`config.mk`:
```
export PLATFORM = sky130hd
export DESIGN_NAME = mem_arbiter_flat
export DESIGN_NICKNAME = d
export VERILOG_FILES = /design/src/rtl/mem_arbiter_if.sv /design/src/rtl/mem_arbiter.sv /design/src/flat_wrapper.sv
export SDC_FILE = /design/constraint.sdc
export NUM_CORES = 1
export LEC_CHECK = 0
export CAP_MARGIN = 20
export CELL_PAD_IN_SITES_DETAIL_PLACEMENT = 1
export CELL_PAD_IN_SITES_GLOBAL_PLACEMENT = 2
export CORE_ASPECT_RATIO = 1.1
export CORE_MARGIN = 2
export CORE_UTILIZATION = 20
export DETAILED_ROUTE_END_ITERATION = 7
export PLACE_DENSITY_LB_ADDON = 0.1
export SETUP_SLACK_MARGIN = 0.2
export SKIP_LAST_GASP = 1
export SYNTH_ARGS = -nofsm -noshare
export SYNTH_HDL_FRONTEND = slang
export SYNTH_SLANG_ARGS = --single-unit
```
`constraint.sdc`:
```
create_clock -name clk -period 1.9 [get_ports clk]
set_input_delay 0.285 -clock clk [delete_from_list [all_inputs] [get_ports clk]]
set_output_delay 0.285 -clock clk [all_outputs]
set_load 0.005 [all_outputs]
```
`src/rtl/mem_arbiter_if.sv`:
```
// Bundles the CPU, DMA and memory-side signals of the memory arbiter.
// The slave modport is the arbiter's view; master is the surrounding system.
interface mem_arbiter_if #(
  parameter int ADDR_W = 32
);
  logic              cpu_ce_n;
  logic              cpu_we;
  logic [ADDR_W-1:0] cpu_addr;
  logic [31:0]       cpu_wdata;
  logic [31:0]       cpu_rdata;
  logic              cpu_busy;
  logic              cpu_valid;

  logic              dma_req;
  logic              dma_we;
  logic [ADDR_W-1:0] dma_addr;
  logic [31:0]       dma_wdata;
  logic              dma_gnt;
  logic [31:0]       dma_rdata;
  logic              dma_done;

  logic              mem_ce_n;
  logic              mem_we;
  logic [ADDR_W-1:0] mem_addr;
  logic [31:0]       mem_wdata;
  logic [31:0]       mem_rdata;
  logic              mem_busy;
  logic              mem_valid;

  logic              err;

  modport slave (
    input  cpu_ce_n, cpu_we, cpu_addr, cpu_wdata,
    output cpu_rdata, cpu_busy, cpu_valid,
    input  dma_req, dma_we, dma_addr, dma_wdata,
    output dma_gnt, dma_rdata, dma_done,
    output mem_ce_n, mem_we, mem_addr, mem_wdata,
    input  mem_rdata, mem_busy, mem_valid,
    output err
  );

  modport master (
    output cpu_ce_n, cpu_we, cpu_addr, cpu_wdata,
    input  cpu_rdata, cpu_busy, cpu_valid,
    output dma_req, dma_we, dma_addr, dma_wdata,
    input  dma_gnt, dma_rdata, dma_done,
    input  mem_ce_n, mem_we, mem_addr, mem_wdata,
    output mem_rdata, mem_busy, mem_valid,
    input  err
  );
endinterface

```
`src/rtl/mem_arbiter.sv`:
```
// Shares one memory port between the CPU control FSM and a DMA requester:
// fixed CPU priority, DMA anti-starvation and a busy-rise timeout.
module mem_arbiter #(
  parameter int ADDR_W   = 32,
  parameter int MAX_WAIT = 8,
  parameter int TIMEOUT  = 16
) (
  input  logic          clk,
  input  logic          reset_n,
  mem_arbiter_if.slave  bus
);

  typedef enum logic [1:0] {IDLE, ISSUE, BUSY, DONE} state_t;
  typedef enum logic {OWN_CPU, OWN_DMA} owner_t;

  localparam int WAIT_W = $clog2(MAX_WAIT + 1);
  localparam int TMO_W  = $clog2(TIMEOUT + 1);
  localparam logic [WAIT_W-1:0] WAIT_MAX = WAIT_W'(MAX_WAIT);
  localparam logic [TMO_W-1:0]  TMO_LAST = TMO_W'(TIMEOUT - 1);

  state_t            state_q, state_d;
  owner_t            owner_q, owner_d;
  logic              we_q, we_d;
  logic [ADDR_W-1:0] addr_q, addr_d;
  logic [31:0]       wdata_q, wdata_d;
  logic [WAIT_W-1:0] wait_q, wait_d;
  logic [TMO_W-1:0]  tmo_q, tmo_d;
  logic              err_q, err_d;
  logic [31:0]       dma_rdata_q, dma_rdata_d;

  logic cpu_req;
  logic dma_req;
  logic active;

  assign cpu_req = !bus.cpu_ce_n;
  assign dma_req = bus.dma_req;

  always_comb begin
    // NOTE: every variable gets a default before the case so no path can infer a latch.
    state_d     = state_q;
    owner_d     = owner_q;
    we_d        = we_q;
    addr_d      = addr_q;
    wdata_d     = wdata_q;
    wait_d      = wait_q;
    tmo_d       = tmo_q;
    err_d       = 1'b0;
    dma_rdata_d = dma_rdata_q;

    if (bus.mem_valid && owner_q == OWN_DMA) dma_rdata_d = bus.mem_rdata;

    unique case (state_q)
      IDLE: begin
        tmo_d = '0;
        // The CPU keeps priority unless the DMA has been passed over MAX_WAIT times.
        if (cpu_req && !(dma_req && wait_q == WAIT_MAX)) begin
          owner_d = OWN_CPU;
          we_d    = bus.cpu_we;
          addr_d  = bus.cpu_addr;
          wdata_d = bus.cpu_wdata;
          state_d = ISSUE;
          if (dma_req) wait_d = wait_q + 1'b1;
        end else if (dma_req) begin
          owner_d = OWN_DMA;
          we_d    = bus.dma_we;
          addr_d  = bus.dma_addr;
          wdata_d = bus.dma_wdata;
          state_d = ISSUE;
          wait_d  = '0;
        end
      end
      ISSUE: begin
        if (bus.mem_busy) begin
          state_d = BUSY;
        end else if (tmo_q == TMO_LAST) begin
          err_d   = 1'b1;
          state_d = DONE;
        end else begin
          tmo_d = tmo_q + 1'b1;
        end
      end
      BUSY: begin
        if (!bus.mem_busy) state_d = DONE;
      end
      DONE: begin
        // A request still asserted here is the tail of the finished one; never grant it.
        state_d = IDLE;
      end
      default: state_d = IDLE;
    endcase

    if (!dma_req) wait_d = '0;
  end

  always_ff @(posedge clk or negedge reset_n) begin
    if (!reset_n) begin
      state_q     <= IDLE;
      owner_q     <= OWN_CPU;
      we_q        <= 1'b0;
      addr_q      <= '0;
      wdata_q     <= '0;
      wait_q      <= '0;
      tmo_q       <= '0;
      err_q       <= 1'b0;
      dma_rdata_q <= '0;
    end else begin
      // NOTE: non-blocking assignments so every flop samples pre-edge values.
      state_q     <= state_d;
      owner_q     <= owner_d;
      we_q        <= we_d;
      addr_q      <= addr_d;
      wdata_q     <= wdata_d;
      wait_q      <= wait_d;
      tmo_q       <= tmo_d;
      err_q       <= err_d;
      dma_rdata_q <= dma_rdata_d;
    end
  end

  // Strobes decode straight from the state flop so an asynchronous reset releases memory at once.
  assign active        = (state_q == ISSUE) || (state_q == BUSY);

  assign bus.mem_ce_n  = !active;
  assign bus.mem_we    = we_q;
  assign bus.mem_addr  = addr_q;
  assign bus.mem_wdata = wdata_q;

  assign bus.cpu_busy  = active && owner_q == OWN_CPU && bus.mem_busy;
  assign bus.cpu_valid = owner_q == OWN_CPU && bus.mem_valid;
  assign bus.cpu_rdata = bus.mem_rdata;

  assign bus.dma_gnt   = active && owner_q == OWN_DMA;
  assign bus.dma_done  = state_q == DONE && owner_q == OWN_DMA;
  assign bus.dma_rdata = dma_rdata_q;

  assign bus.err       = err_q;

endmodule

```
`src/flat_wrapper.sv`:
```
// flat-port wrapper written by rule: the top's interface ports become plain ports
module mem_arbiter_flat 
#(
  parameter int ADDR_W   = 32,
  parameter int MAX_WAIT = 8,
  parameter int TIMEOUT  = 16
)
  (clk, reset_n, bus_cpu_ce_n, bus_cpu_we, bus_cpu_addr, bus_cpu_wdata, bus_cpu_rdata, bus_cpu_busy, bus_cpu_valid, bus_dma_req, bus_dma_we, bus_dma_addr, bus_dma_wdata, bus_dma_gnt, bus_dma_rdata, bus_dma_done, bus_mem_ce_n, bus_mem_we, bus_mem_addr, bus_mem_wdata, bus_mem_rdata, bus_mem_busy, bus_mem_valid, bus_err);
  mem_arbiter_if #(.ADDR_W(ADDR_W)) bus_i ();
  input  logic clk;
  input  logic reset_n;
  input wire logic [$bits(bus_i.cpu_ce_n)-1:0] bus_cpu_ce_n;
  input wire logic [$bits(bus_i.cpu_we)-1:0] bus_cpu_we;
  input wire logic [$bits(bus_i.cpu_addr)-1:0] bus_cpu_addr;
  input wire logic [$bits(bus_i.cpu_wdata)-1:0] bus_cpu_wdata;
  output wire logic [$bits(bus_i.cpu_rdata)-1:0] bus_cpu_rdata;
  output wire logic [$bits(bus_i.cpu_busy)-1:0] bus_cpu_busy;
  output wire logic [$bits(bus_i.cpu_valid)-1:0] bus_cpu_valid;
  input wire logic [$bits(bus_i.dma_req)-1:0] bus_dma_req;
  input wire logic [$bits(bus_i.dma_we)-1:0] bus_dma_we;
  input wire logic [$bits(bus_i.dma_addr)-1:0] bus_dma_addr;
  input wire logic [$bits(bus_i.dma_wdata)-1:0] bus_dma_wdata;
  output wire logic [$bits(bus_i.dma_gnt)-1:0] bus_dma_gnt;
  output wire logic [$bits(bus_i.dma_rdata)-1:0] bus_dma_rdata;
  output wire logic [$bits(bus_i.dma_done)-1:0] bus_dma_done;
  output wire logic [$bits(bus_i.mem_ce_n)-1:0] bus_mem_ce_n;
  output wire logic [$bits(bus_i.mem_we)-1:0] bus_mem_we;
  output wire logic [$bits(bus_i.mem_addr)-1:0] bus_mem_addr;
  output wire logic [$bits(bus_i.mem_wdata)-1:0] bus_mem_wdata;
  input wire logic [$bits(bus_i.mem_rdata)-1:0] bus_mem_rdata;
  input wire logic [$bits(bus_i.mem_busy)-1:0] bus_mem_busy;
  input wire logic [$bits(bus_i.mem_valid)-1:0] bus_mem_valid;
  output wire logic [$bits(bus_i.err)-1:0] bus_err;
  assign bus_i.cpu_ce_n = bus_cpu_ce_n;
  assign bus_i.cpu_we = bus_cpu_we;
  assign bus_i.cpu_addr = bus_cpu_addr;
  assign bus_i.cpu_wdata = bus_cpu_wdata;
  assign bus_cpu_rdata = bus_i.cpu_rdata;
  assign bus_cpu_busy = bus_i.cpu_busy;
  assign bus_cpu_valid = bus_i.cpu_valid;
  assign bus_i.dma_req = bus_dma_req;
  assign bus_i.dma_we = bus_dma_we;
  assign bus_i.dma_addr = bus_dma_addr;
  assign bus_i.dma_wdata = bus_dma_wdata;
  assign bus_dma_gnt = bus_i.dma_gnt;
  assign bus_dma_rdata = bus_i.dma_rdata;
  assign bus_dma_done = bus_i.dma_done;
  assign bus_mem_ce_n = bus_i.mem_ce_n;
  assign bus_mem_we = bus_i.mem_we;
  assign bus_mem_addr = bus_i.mem_addr;
  assign bus_mem_wdata = bus_i.mem_wdata;
  assign bus_i.mem_rdata = bus_mem_rdata;
  assign bus_i.mem_busy = bus_mem_busy;
  assign bus_i.mem_valid = bus_mem_valid;
  assign bus_err = bus_i.err;
  mem_arbiter #(.ADDR_W(ADDR_W), .MAX_WAIT(MAX_WAIT), .TIMEOUT(TIMEOUT)) u_core (.clk(clk), .reset_n(reset_n), .bus(bus_i));
endmodule
```
# After elaboration in Yosys (flattened, before gate mapping)
# Index checks and enable logic that the tools add are counted.
[classes] n_addsub=2 n_eq_ne=11 muxes=23 n_bitwise=1 n_reduce_logical=18
[op_table] operator="32-bit 2-to-1 mux" n=4
[op_table] operator="4-bit 2-to-1 mux" n=3
[op_table] operator="2-bit 2-to-1 mux" n=5
[op_table] operator="5-bit 2-to-1 mux" n=2
[op_table] operator="5-bit case mux with 2 select lines" n=1
[op_table] operator="1-bit logical AND" n=8
[op_table] operator="2-bit case mux with 4 select lines" n=1
[op_table] operator="1-bit 2-to-1 mux" n=7
[op_table] operator="2-bit inequality test, second input constant" n=3
[op_table] operator="3-bit by 2-bit inequality test with 1-bit output, second input constant" n=2
[op_table] operator="3-bit AND reduction" n=2
[op_table] operator="5-bit by 1-bit adder with 5-bit output, second input constant" n=1
[op_table] operator="5-bit by 4-bit == test with 1-bit output, second input constant" n=1
[op_table] operator="4-bit by 1-bit adder with 4-bit output, second input constant" n=1
[op_table] operator="2-bit == test, second input constant" n=2
[op_table] operator="4-bit == test, second input constant" n=1
[op_table] operator="2-bit nonzero test" n=2
[op_table] operator="1-bit zero test" n=3
[op_table] operator="2-bit by 1-bit == test with 1-bit output, second input constant" n=1
[op_table] operator="2-bit zero test" n=1
[op_table] operator="2-bit by 1-bit inequality test with 1-bit output, second input constant" n=1
[op_table] operator="2-bit AND reduction" n=1
[op_table] operator="1-bit logical OR" n=1
[op_table] operator="1-bit inverter" n=1
[totals] ff_bits=110 inputBits=168 output_inout_bits=135

# Longest topological paths before layout
# Gate-level depths: netlist of the first run.
[logic_depth] word_depth=7 depth_mapped=7 ltp_nobuf=6

# Least setup slack after synthesis of the first run
# Ideal clock, no wire load.
[synth_path] path_type="reg2reg" startpoint="register u_core.tmo_q[0]" endpoint="register u_core.tmo_q[1]" setup_ns=0.122 arrival_time_ns=1.674 required_ns=1.778 setup_slack_ns=0.104 stages_incl_launch_ff=7 n_path_buf=0 cell_sequence="dfrtp_1 ha_1 and3_1 ha_1 or2_2 a21o_1 a32o_1"
[synth_via] elab_chain_cells=4 word_cells_on_any_way=7 classes_between="add/sub (1); eq/ne (2); mux (3); reduce/logical (1)"
[synth_lines] item="start: declaration" line="mem_arbiter.sv:27" source="logic [TMO_W-1:0] tmo_q, tmo_d;"
[synth_lines] item="start signal: assignment" line="mem_arbiter.sv:114" source="tmo_q <= tmo_d;"
[synth_lines] item="5-bit by 1-bit adder with 5-bit output" line="mem_arbiter.sv:79" source="tmo_d = tmo_q + 1'b1;"
[synth_lines] item="5-bit 2-to-1 mux" line="mem_arbiter.sv:75" source="end else if (tmo_q == TMO_LAST) begin"
[synth_lines] item="5-bit 2-to-1 mux" line="mem_arbiter.sv:73" source="if (bus.mem_busy) begin"
[synth_lines] item="5-bit case mux with 2 select lines" line="mem_arbiter.sv:52" source="unique case (state_q)"
# Several ways; a longest one is shown, not always the timed one. The select of a mux whose other input is x is not followed.
# A chain may end at the register's enable or synchronous reset.

# Final worst setup path of the first run
[layout_path] startpoint="register u_core.tmo_q[1]" endpoint="register u_core.tmo_q[1]"
# Same word-level chain as after synthesis.

==> results of run 1 <==
[Yosys cell counts]
master    instances  area [sq um]
dfrtp_1         110          2750
nand3_1          70           350
a31oi_1          68           425
a21oi_1          67           335
o21ai_1          50           250
buf_4            33           248
mux2_2           32           360
buf_2            26           130
clkbuf_1         26          97.6
o21ai_0          21           105
ha_1              8           100
inv_1             8          30.0
and2_1            3          18.8
nand2b_1          3          18.8
nor2_1            3          11.3
a21o_1            2          15.0
a22o_1            2          17.5
and3_1            2          12.5
mux2i_1           2          20.0
nand2_1           2          7.51
nand3b_1          2          15.0
nand4_1           2          12.5
nor2b_1           2          12.5
a222oi_1          1          10.0
a32o_1            1          10.0
and3b_1           1          8.76
and4b_1           1          10.0
buf_6             1          11.3
inv_2             1          3.75
nand4b_1          1          8.76
nor3b_1           1          7.51
o21a_1            1          7.51
o31ai_1           1          7.51
o32a_1            1          10.0
or2_2             1          6.26
or3_1             1          6.26
or3b_2            1          8.76
or4b_1            1          10.0
[routing by layer]
| layer | GRT usage (%) | part of all wire [%] |
|---|---|---|
| met5 | 0 | 0.030 |
| met4 | 4.46 | 1.5 |
| met3 | 5.23 | 8.8 |
| met2 | 27.0 | 48 |
| met1 | 19.2 | 42 |
[worst paths after layout]
check                                                       end  depth (start not counted)
setup / recovery                    u_core.tmo_q[1]$_DFFE_PN0P_                          6
hold / removal             u_core.bus.dma_rdata[10]$_DFFE_PN0P_                          2
setup reg to reg                    u_core.tmo_q[1]$_DFFE_PN0P_                          6
hold reg to reg                     u_core.tmo_q[3]$_DFFE_PN0P_                          1
max in group asynchronous            u_core.owner_q$_DFFE_PN0P_                          3
min in group clk                   u_core.wait_q[3]$_DFFE_PN0P_                          3
[placed cells by master, fill, tap and decap left out, drive strengths merged]
master,count
a21o,2
a21oi,67
a222oi,1
a22o,2
a31oi,68
a32o,1
and2,3
and3,2
and3b,1
and4b,1
buf,45
bufbuf,1
bufinv,1
clkbuf,12
clkdlybuf4s50,295
clkinv,4
dfrtp,110
dlygate4sd2,1
dlygate4sd3,1
ha,8
inv,10
mux2,32
mux2i,2
nand2,2
nand2b,3
nand3,70
nand3b,2
nand4,2
nand4b,1
nor2,3
nor2b,2
nor3b,1
o21a,1
o21ai,71
o31ai,1
o32a,1
or2,1
or3,1
or3b,1
or4b,1
[final cells by class]
class                           count  area, sq um
Sequential cell                   110         2750
Clock buffer                       10          229
Fill cell                        3034        17700
Tap cell                          357          447
Inverter                            9         33.8
Timing Repair Buffer              345         3510
Multi-Input combinational cell    354         2260
Clock inverter                      6         70.1
[report_power, final]
| part | leakage [uW] | switching [uW] | internal [uW] |
|---|---|---|---|
| logic | 0.00222 | 2390 | 3500 |
| clock network | 0.000147 | 956 | 1040 |
| registers | 0.00127 | 621 | 3460 |
| total | 0.00364 | 3960 | 8000 |
[sequential cells by signal, summed over array words and instances, names as in the netlist]
register              count
u_core.bus.dma_rdata     32
u_core.bus.mem_wdata     32
u_core.bus.mem_addr      32
u_core.state_q            2
u_core.bus.err            1
u_core.bus.mem_we         1
u_core.owner_q            1
u_core.wait_q             4
u_core.tmo_q              5
[cells by family after synthesis]
group                      synth area share [%]
AOI/OAI and AO/OA                          21.8
DFF                                        50.3
and+or+nand+nor                            9.60
buffers and inverters                      9.51
muxes                                      6.95
adders and majority gates                  1.83
[per-stage QoR]
stage / cell area (sq um) / std cells
after global placement: 8790 / 1157
final: 9300 / 1191
after detailed placement: 8790 / 1157
after CTS: 9230 / 1184
after floorplan: 5480 / 559
after global routing: 9300 / 1191
[timing repair]
item,4_1_cts,5_1_grt
hold buffers,1,0
setup buffers,9,6
pin swaps,5,5
hold endpoints to repair,38,0
endpoints found under the setup margin,13,61
gates resized for setup,27,4
cloned,1,1
==> results.md, run 1 <==
- Clock Sinks: 110
- CTS max path bufs: 2
- Seq/Total Area, Yosys: 50.3%
- Max Slew Vio Count: 0
- Num CTS Buffers: 9
- Unique masters post-synth: 38
- Syn_nets: 735
- Antenna-violating nets left: 0
- WHS: 290 ps
- F_max: 0.596 GHz
- CTS tree: done
- Worst skew pair latency: 350 ps
- Worst Path Required: 2130 ps
- Post-Route Setup TNS: 0 ps
- Die area: 28700 sq um
- Util after Layout: 34.5%
- Site row count: 63
- Final hold vios: 0
- Clock-pin slew on the worst setup and hold paths: 80 ps
- Initial antenna violation count: 1
- Min-delay worst type: primary input to async pin
- Die Wd: 162 microns
- Leakage: 0.00364 uW
- Critical path's largest stage delay: 390 ps
- Vias/cell: 4.67
- Reg2Reg Setup Slack: 220 ps
- Critical-path top delay cell: dfrtp_1
- RSZ-0062 raised after global routing: yes
- Worst Path Max Fanout: 5
- Crit Path Category: register to register
- Largest net degree at the start of global routing: 62
- Final setup vio count: 0
- Worst clock skew: 10.7 ps
- Core ar.: 27000 sq um
- Crit path DAT: 1910 ps
- Pre-CTS WS: -8.06 ps
- Die height: 177 microns
- Worst Setup End Kind: register
- Slew HR: 68.9%
- Pwr/cell area: 1290 nW/um^2
- Nets@finish: 1005
- Port bufs: 302
- Via Count: 5560
- Total track usage: 15.9%
- Routed Wire Length: 23400 microns
- Worst-path cell chain: ha_2 > and3_4 > ha_4 > or2_4 > a21o_1 > a32o_1
- Peak VDD IR: 470 uV
- Number of DRC markers in iteration 0: 211
- WP buf/inv: 0
- Grt total ovfl: 0
- Layout cells sized above 1: 13.4%
- # diodes: 0
- Cells after Synth: 559
- Worst slew pin tran: 467 ps
- First-pass DRT Iterations: 4
- Max Cap Violations: 0
- Initial Util: 20.3%
- H-Tree Depth: 3
- First-pass GRT wire length: 35300 microns
- Synth Register Bits: 110
- Final WS setup: 221 ps
- CTS root buf: clkbuf_16
- Critical Path Start Type: register
- Ratio of final minimum period to clock period: 88.3%
- HPWL Detailed: 16000 microns
- Ys Warns: 0
- # IOs: 303
- Status: finished clean
- Fin crit period: 1680 ps
- GPL Wtd Cong: 0.741
- WL/cell: 19.7 microns
- Worst setup path startpoint: u_core.tmo_q[1]$_DFFE_PN0P_
- Mapped Area: 5470 sq um
- Power Total: 12000 uW
- R2r startpoint: u_core.tmo_q[1]$_DFFE_PN0P_
- P&R area growth vs syn: 70.0%
- Vias in the first global route: 5989
- DRC: 0
- Crit path max-delay family: simple AND/OR/NAND/NOR gates
- Syn_area_per_cell: 9.79 sq um
Power figures use the tool's default switching activity.
==> run 2: changes to the inputs <==
--- a/config.mk
+++ b/config.mk
@@ -10,11 +10,12 @@
 export CELL_PAD_IN_SITES_GLOBAL_PLACEMENT = 2
 export CORE_ASPECT_RATIO = 1.1
 export CORE_MARGIN = 2
-export CORE_UTILIZATION = 20
+export CORE_UTILIZATION = 23
 export DETAILED_ROUTE_END_ITERATION = 7
 export PLACE_DENSITY_LB_ADDON = 0.1
 export SETUP_SLACK_MARGIN = 0.2
 export SKIP_LAST_GASP = 1
+export SLEW_MARGIN = 20
 export SYNTH_ARGS = -nofsm -noshare
 export SYNTH_HDL_FRONTEND = slang
 export SYNTH_SLANG_ARGS = --single-unit
==> constraint.sdc (replaced) <==
create_clock -name clk -period 2.05 [get_ports clk]
set_input_delay 0.3075 -clock clk [delete_from_list [all_inputs] [get_ports clk]]
set_output_delay 0.3075 -clock clk [all_outputs]
set_load 0.005 [all_outputs]
==> run 2 against run 1 <==
  * Setup slack gained 46 ps
  * Critical endpoint is now u_core.tmo_q[2]$_DFFE_PN0P_
  * Final cell count decreased by 5.8%
  * Sequential cell count unchanged
  * Hold slack gained 57 ps
  * Core utilization rose by 3.8 points
  * Highest routed layer unchanged
  * Maximum frequency shrank 5.9%
  * Routed wire length down 6.8%
  * Non-clock buffer count fell by 17
  * Critical path type unchanged
  * Sequential power fell by 7.1%
  * Global-route usage rose by 1.5 points
  * Combinational power fell by 10%
  * Register-to-register slack improved by 50 ps
==> results.md, run 2 (same netlist as run 1, synthesis figures left out) <==
- Vias in the first global route: 5912
- Ratio of final minimum period to clock period: 87.0%
- Worst Reg-to-Reg Cells: 6
- Crit Path Category: register to register
- DRC: 0
- Site row count: 59
- Grt total ovfl: 0
- Highest-count cells in the layout ignoring fill and taps: clkdlybuf4s50_1, dfrtp_1, nand3_1
- Clock Sinks: 110
- Max Slew Vio Count: 0
- Commonest non-fill, non-tap cell in the layout: clkdlybuf4s50_1
- WL/cell: 19.5 microns
- Slew HR: 65.1%
- Worst clock skew: 12.2 ps
- Final hold vios: 0
- CTS tree: done
- CTS max path bufs: 2
- Max Cap Violations: 0
- Die area: 25000 sq um
- Critical path's largest stage delay: 480 ps
- Power Total: 10800 uW
- R2r startpoint: u_core.tmo_q[0]$_DFFE_PN0P_
- Post-Place Cell Area: 8680 sq um
- Pwr/cell area: 1200 nW/um^2
- Reg2Reg Setup Slack: 270 ps
- First-pass GRT wire length: 34000 microns
- Filler cells: 2623
- Critical Path Start Type: register
- F_max: 0.561 GHz
- GPL Wtd Cong: 0.752
- Via Count: 5438
- Status: finished clean
- Initial Util: 23.2%
- Worst-path cell chain: ha_2 > and3_1 > ha_2 > or3b_2 > a21oi_2 > mux2i_1
- HPWL Detailed: 15200 microns
- Critical-path top delay cell: or3b_2
- # IOs: 303
- Final WS setup: 267 ps
- H-Tree Depth: 3
- Min-delay worst type: primary input to async pin
- Pre-CTS WS: 131 ps
- Die Wd: 151 microns
- CP dominant cell by count: ha_2
- First-pass DRT Iterations: 4
- Reg2reg end: u_core.tmo_q[2]$_DFFE_PN0P_
- # diodes: 0
- Nets@finish: 988
- Number of DRC markers in iteration 0: 118
- Post-Route Setup TNS: 0 ps
- Routed Wire Length: 21800 microns
- Finished Layout Cells: 1122
- Fin area: 9030 sq um
- Worst Path Required: 2290 ps
- Crit path DAT: 2020 ps
- Worst slew pin tran: 524 ps
- DP Cell Count: 1099
- Die height: 166 microns
- Core ar.: 23500 sq um
- Fin crit period: 1780 ps
- Final setup vio count: 0
- Worst Setup End Kind: register
- Leakage: 0.00352 uW
- Initial antenna violation count: 1
- Worst skew pair latency: 360 ps
- Port bufs: 302
- Num CTS Buffers: 9
- Total track usage: 17.3%
- Largest net degree at the start of global routing: 60
- CTS root buf: clkbuf_16
- Worst Path Max Fanout: 5
- Antenna-violating nets left: 0
- P&R area growth vs syn: 64.9%
- RSZ-0062 raised after global routing: yes
- Vias/cell: 4.85
- Clock-pin slew on the worst setup and hold paths: 80 ps
- Layout cells sized above 1: 11.0%
- Peak VDD IR: 331 uV
[run 2: cell count changes in the layout (fill, tap and decap cells not counted), moves of 2 or more]
cell and change:
buf_2 -3, buf_4 -13, clkdlybuf4s15_1 +2, buf_6 -2
[run 2: layer usage]
layer  vias up  global-route usage [%]  part of all wire [%]
met2       218                    29.5                    49
met1      2663                    21.0                    41
met4         2                    4.55                   1.8
met5         -                       0                 0.032
li1       2533                       -                     -
met3        22                    5.74                   8.7
[run 2: worst max-delay path by stage]
stage	startpoint	endpoint	slack, ps	depth (start not counted)
after detailed placement	u_core.tmo_q[0]$_DFFE_PN0P_	u_core.tmo_q[1]$_DFFE_PN0P_	130	6
after CTS	u_core.state_q[0]$_DFFE_PN0P_	bus_dma_done	200	4
final	u_core.tmo_q[0]$_DFFE_PN0P_	u_core.tmo_q[2]$_DFFE_PN0P_	270	6
after global placement	u_core.tmo_q[0]$_DFFE_PN0P_	u_core.tmo_q[1]$_DFFE_PN0P_	210	6
after global routing	u_core.tmo_q[0]$_DFFE_PN0P_	u_core.tmo_q[2]$_DFFE_PN0P_	180	6
after floorplan	u_core.tmo_q[0]$_DFFE_PN0P_	u_core.tmo_q[1]$_DFFE_PN0P_	250	6
[run 2: repair_timing]
action | in CTS | in global routing
hold endpoints to repair | 15 | 0
pin swaps | 0 | 1
setup buffers | 4 | 2
hold buffers | 1 | 0
endpoints found under the setup margin | 8 | 7
resized for setup | 10 | 6
[run 2: where the power goes]
group          switching, uW  total, uW  internal, uW
clock                    899       1740           845
combinational           2130       5290          3160
sequential               581       3790          3210
total                   3610      10800          7220
[run 2: final cells by class]
| class | instances | area (sq um) | area share, % |
|---|---|---|---|
| Clock inverter | 7 | 56.3 | 0.624 |
| Tap cell | 305 | 382 | 4.23 |
| Multi-Input combinational cell | 354 | 2230 | 24.7 |
| Timing Repair Buffer | 328 | 3340 | 37.1 |
| Sequential cell | 110 | 2750 | 30.5 |
| Inverter | 9 | 33.8 | 0.374 |
| Clock buffer | 9 | 225 | 2.50 |
[run 2: per-stage QoR]
step	hold WS [ps]	utilization, %
3_3_place_gp	184	36.9
6_report	347	38.3
3_5_place_dp	187	36.9
4_1_cts	340	38.2
5_1_grt	370	38.3
2_1_floorplan	11.9	-
[run 2: critical path: cells and delay by family (launching register included)]
| family | cells | cell delay [ps] |
|---|---|---|
| AND/OR/NAND/NOR | 2 | 660 |
| multiplexers | 1 | 80 |
| AO/OA/AOI/OAI | 1 | 140 |
| flip-flops | 1 | 400 |
| adder cells (fa/ha/maj) | 2 | 390 |
==> run 3: changes to the inputs <==
--- a/config.mk
+++ b/config.mk
@@ -9,10 +9,11 @@
 export CELL_PAD_IN_SITES_DETAIL_PLACEMENT = 1
 export CELL_PAD_IN_SITES_GLOBAL_PLACEMENT = 2
 export CORE_ASPECT_RATIO = 1.1
-export CORE_MARGIN = 2
+export CORE_MARGIN = 4
 export CORE_UTILIZATION = 23
 export DETAILED_ROUTE_END_ITERATION = 7
 export PLACE_DENSITY_LB_ADDON = 0.1
+export REMOVE_ABC_BUFFERS = 1
 export SETUP_SLACK_MARGIN = 0.2
 export SKIP_LAST_GASP = 1
 export SLEW_MARGIN = 20
==> run 3 against run 2 <==
  * Clock power up 22%
  * Critical path type is now register to primary output
  * Cell area up 0.68%
  * First-iteration DRC count is 100% higher
  * Setup slack got worse by 11 ps
  * Sequential cell count stayed put
  * Register-to-register slack is essentially flat
  * Sequential share of layout area shrank 0.22 points
  * Largest cell class unchanged
  * Final cell count down 0.36%
  * Maximum frequency decreased by 0.61%
  * Count of clock-buffer cells in the layout stayed put
==> results.md, run 3 (same netlist as run 1, synthesis figures left out) <==
- # diodes: 0
- Nets@finish: 989
- Worst clock skew: 10.6 ps
- Worst slew pin tran: 662 ps
- Highest-count cells in the layout ignoring fill and taps: clkdlybuf4s50_1, dfrtp_1, nand3_1
- Worst Path Max Fanout: 5
- Fin crit period: 1790 ps
- CTS tree: done
- Routed Wire Length: 23500 microns
- Crit path DAT: 1490 ps
- Pre-CTS WS: 121 ps
- Commonest non-fill, non-tap cell in the layout: clkdlybuf4s50_1
- Initial Util: 23.6%
- Final hold vios: 0
- WHS: 5.06 ps
- R2r startpoint: u_core.tmo_q[0]$_DFFE_PN0P_
- Status: finished clean
- Critical Path Start Type: register
- # IOs: 303
- Leakage: 0.00355 uW
- HPWL Detailed: 16700 microns
- First-pass DRT Iterations: 4
- First-pass GRT wire length: 36200 microns
- Num CTS Buffers: 9
- RSZ-0062 raised after global routing: no
- Die height: 170 microns
- Worst skew pair latency: 360 ps
- Pwr/cell area: 1240 nW/um^2
- Peak VDD IR: 433 uV
- Largest net degree at the start of global routing: 111
- # hold bufs at CTS: 0
- Via Count: 5465
- Post-Place Cell Area: 8650 sq um
- Worst Reg-to-Reg Cells: 6
- Port bufs: 302
- Die Wd: 155 microns
- Vias/cell: 4.89
- CTS root buf: clkbuf_16
- Vias in the first global route: 5965
- Ratio of final minimum period to clock period: 87.5%
- P&R area growth vs syn: 66.0%
- Max Slew Vio Count: 0
- Initial antenna violation count: 0
- DRC: 0
- Crit Path Category: register to primary output
- F_max: 0.557 GHz
- Number of DRC markers in iteration 0: 237
- Clock Sinks: 110
- Total track usage: 17.4%
- Final setup vio count: 0
- Clock-pin slew on the worst setup and hold paths: 80 ps
- Die area: 26300 sq um
- Min-delay worst type: primary input to async pin
- Max Cap Violations: 0
- Slew HR: 55.9%
- Core ar.: 23100 sq um
- H-Tree Depth: 3
- Antenna-violating nets left: 0
- Worst Setup End Kind: primary output
- Layout cells sized above 1: 11.1%
- Reg2reg end: u_core.tmo_q[2]$_DFFE_PN0P_
- Final WS setup: 256 ps
- Site row count: 58
- Reg2Reg Setup Slack: 280 ps
- WL/cell: 21.0 microns
- Grt total ovfl: 0
- GPL Wtd Cong: 0.856
- Worst Path Required: 1740 ps
- Fin area: 9090 sq um
- CTS max path bufs: 2
-- run 3: changes by cell type in the layout (fill, tap and decap cells not counted), sizes merged --
cell           change
clkinv             -4
bufinv             +3
dlygate4sd2        +3
buf                +2
clkdlybuf4s15      -2
clkbuf             -1
clkinvlp           +1
dlygate4sd3        -1
-- run 3: repair_timing --
item,4_1_cts,5_1_grt
buffers inserted,4,3
endpoints found under the setup margin,9,20
gates resized for setup,10,5
pin swaps,0,1
-- run 3: cell type report --
class	instances	area [sq um]
timing repair buffer	329	3330
clock buffer	9	225
sequential	110	2750
fill	2584	14100
multi-input combinational	354	2250
inverter	9	33.8
tap	300	375
clock inverter	7	126
-- run 3: report_power, final --
group | total, uW | switching (uW) | internal (uW)
clock network | 2120 | 903 | 1210
logic | 5400 | 2210 | 3180
registers | 3780 | 575 | 3210
total | 11300 | 3690 | 7610
-- run 3: layer usage --
layer | global-route usage [%] | wire length [microns]
met5 | 0 | 0
met4 | 4.38 | 271
met2 | 29.1 | 11200
met3 | 5.89 | 2350
met1 | 21.5 | 9670
-- run 3: worst max path at each step --
stage,start,end,slack [ps]
2_1_floorplan,u_core.state_q[0]$_DFFE_PN0P_,u_core.bus.mem_wdata[2]$_DFFE_PN0P_,-1390
3_3_place_gp,bus_dma_req,u_core.bus.mem_wdata[12]$_DFFE_PN0P_,150
3_5_place_dp,bus_dma_req,u_core.bus.mem_wdata[11]$_DFFE_PN0P_,120
4_1_cts,u_core.tmo_q[1]$_DFFE_PN0P_,u_core.state_q[1]$_DFFE_PN0P_,220
5_1_grt,u_core.wait_q[0]$_DFFE_PN0P_,u_core.bus.mem_wdata[4]$_DFFE_PN0P_,210
6_report,u_core.state_q[0]$_DFFE_PN0P_,bus_dma_done,260
-- run 3: per-stage QoR --
stage | setup TNS (ps) | power, uW | util [%] | cells
floorplan | -96280 | 5640 | - | 473
global placement | 0 | 9060 | 37.4 | 1095
detailed placement | 0 | 9200 | 37.4 | 1095
CTS | 0 | 11500 | 39.1 | 1115
global route | 0 | 12100 | 39.3 | 1118
finish | 0 | 11300 | 39.3 | 1118
-- run 3: critical path, cell delays in order, from the launching register on --
cell           delay [ps]
dfrtp_1               390
buf_4                 160
ha_1                  190
and2_1                120
dlygate4sd2_1         270
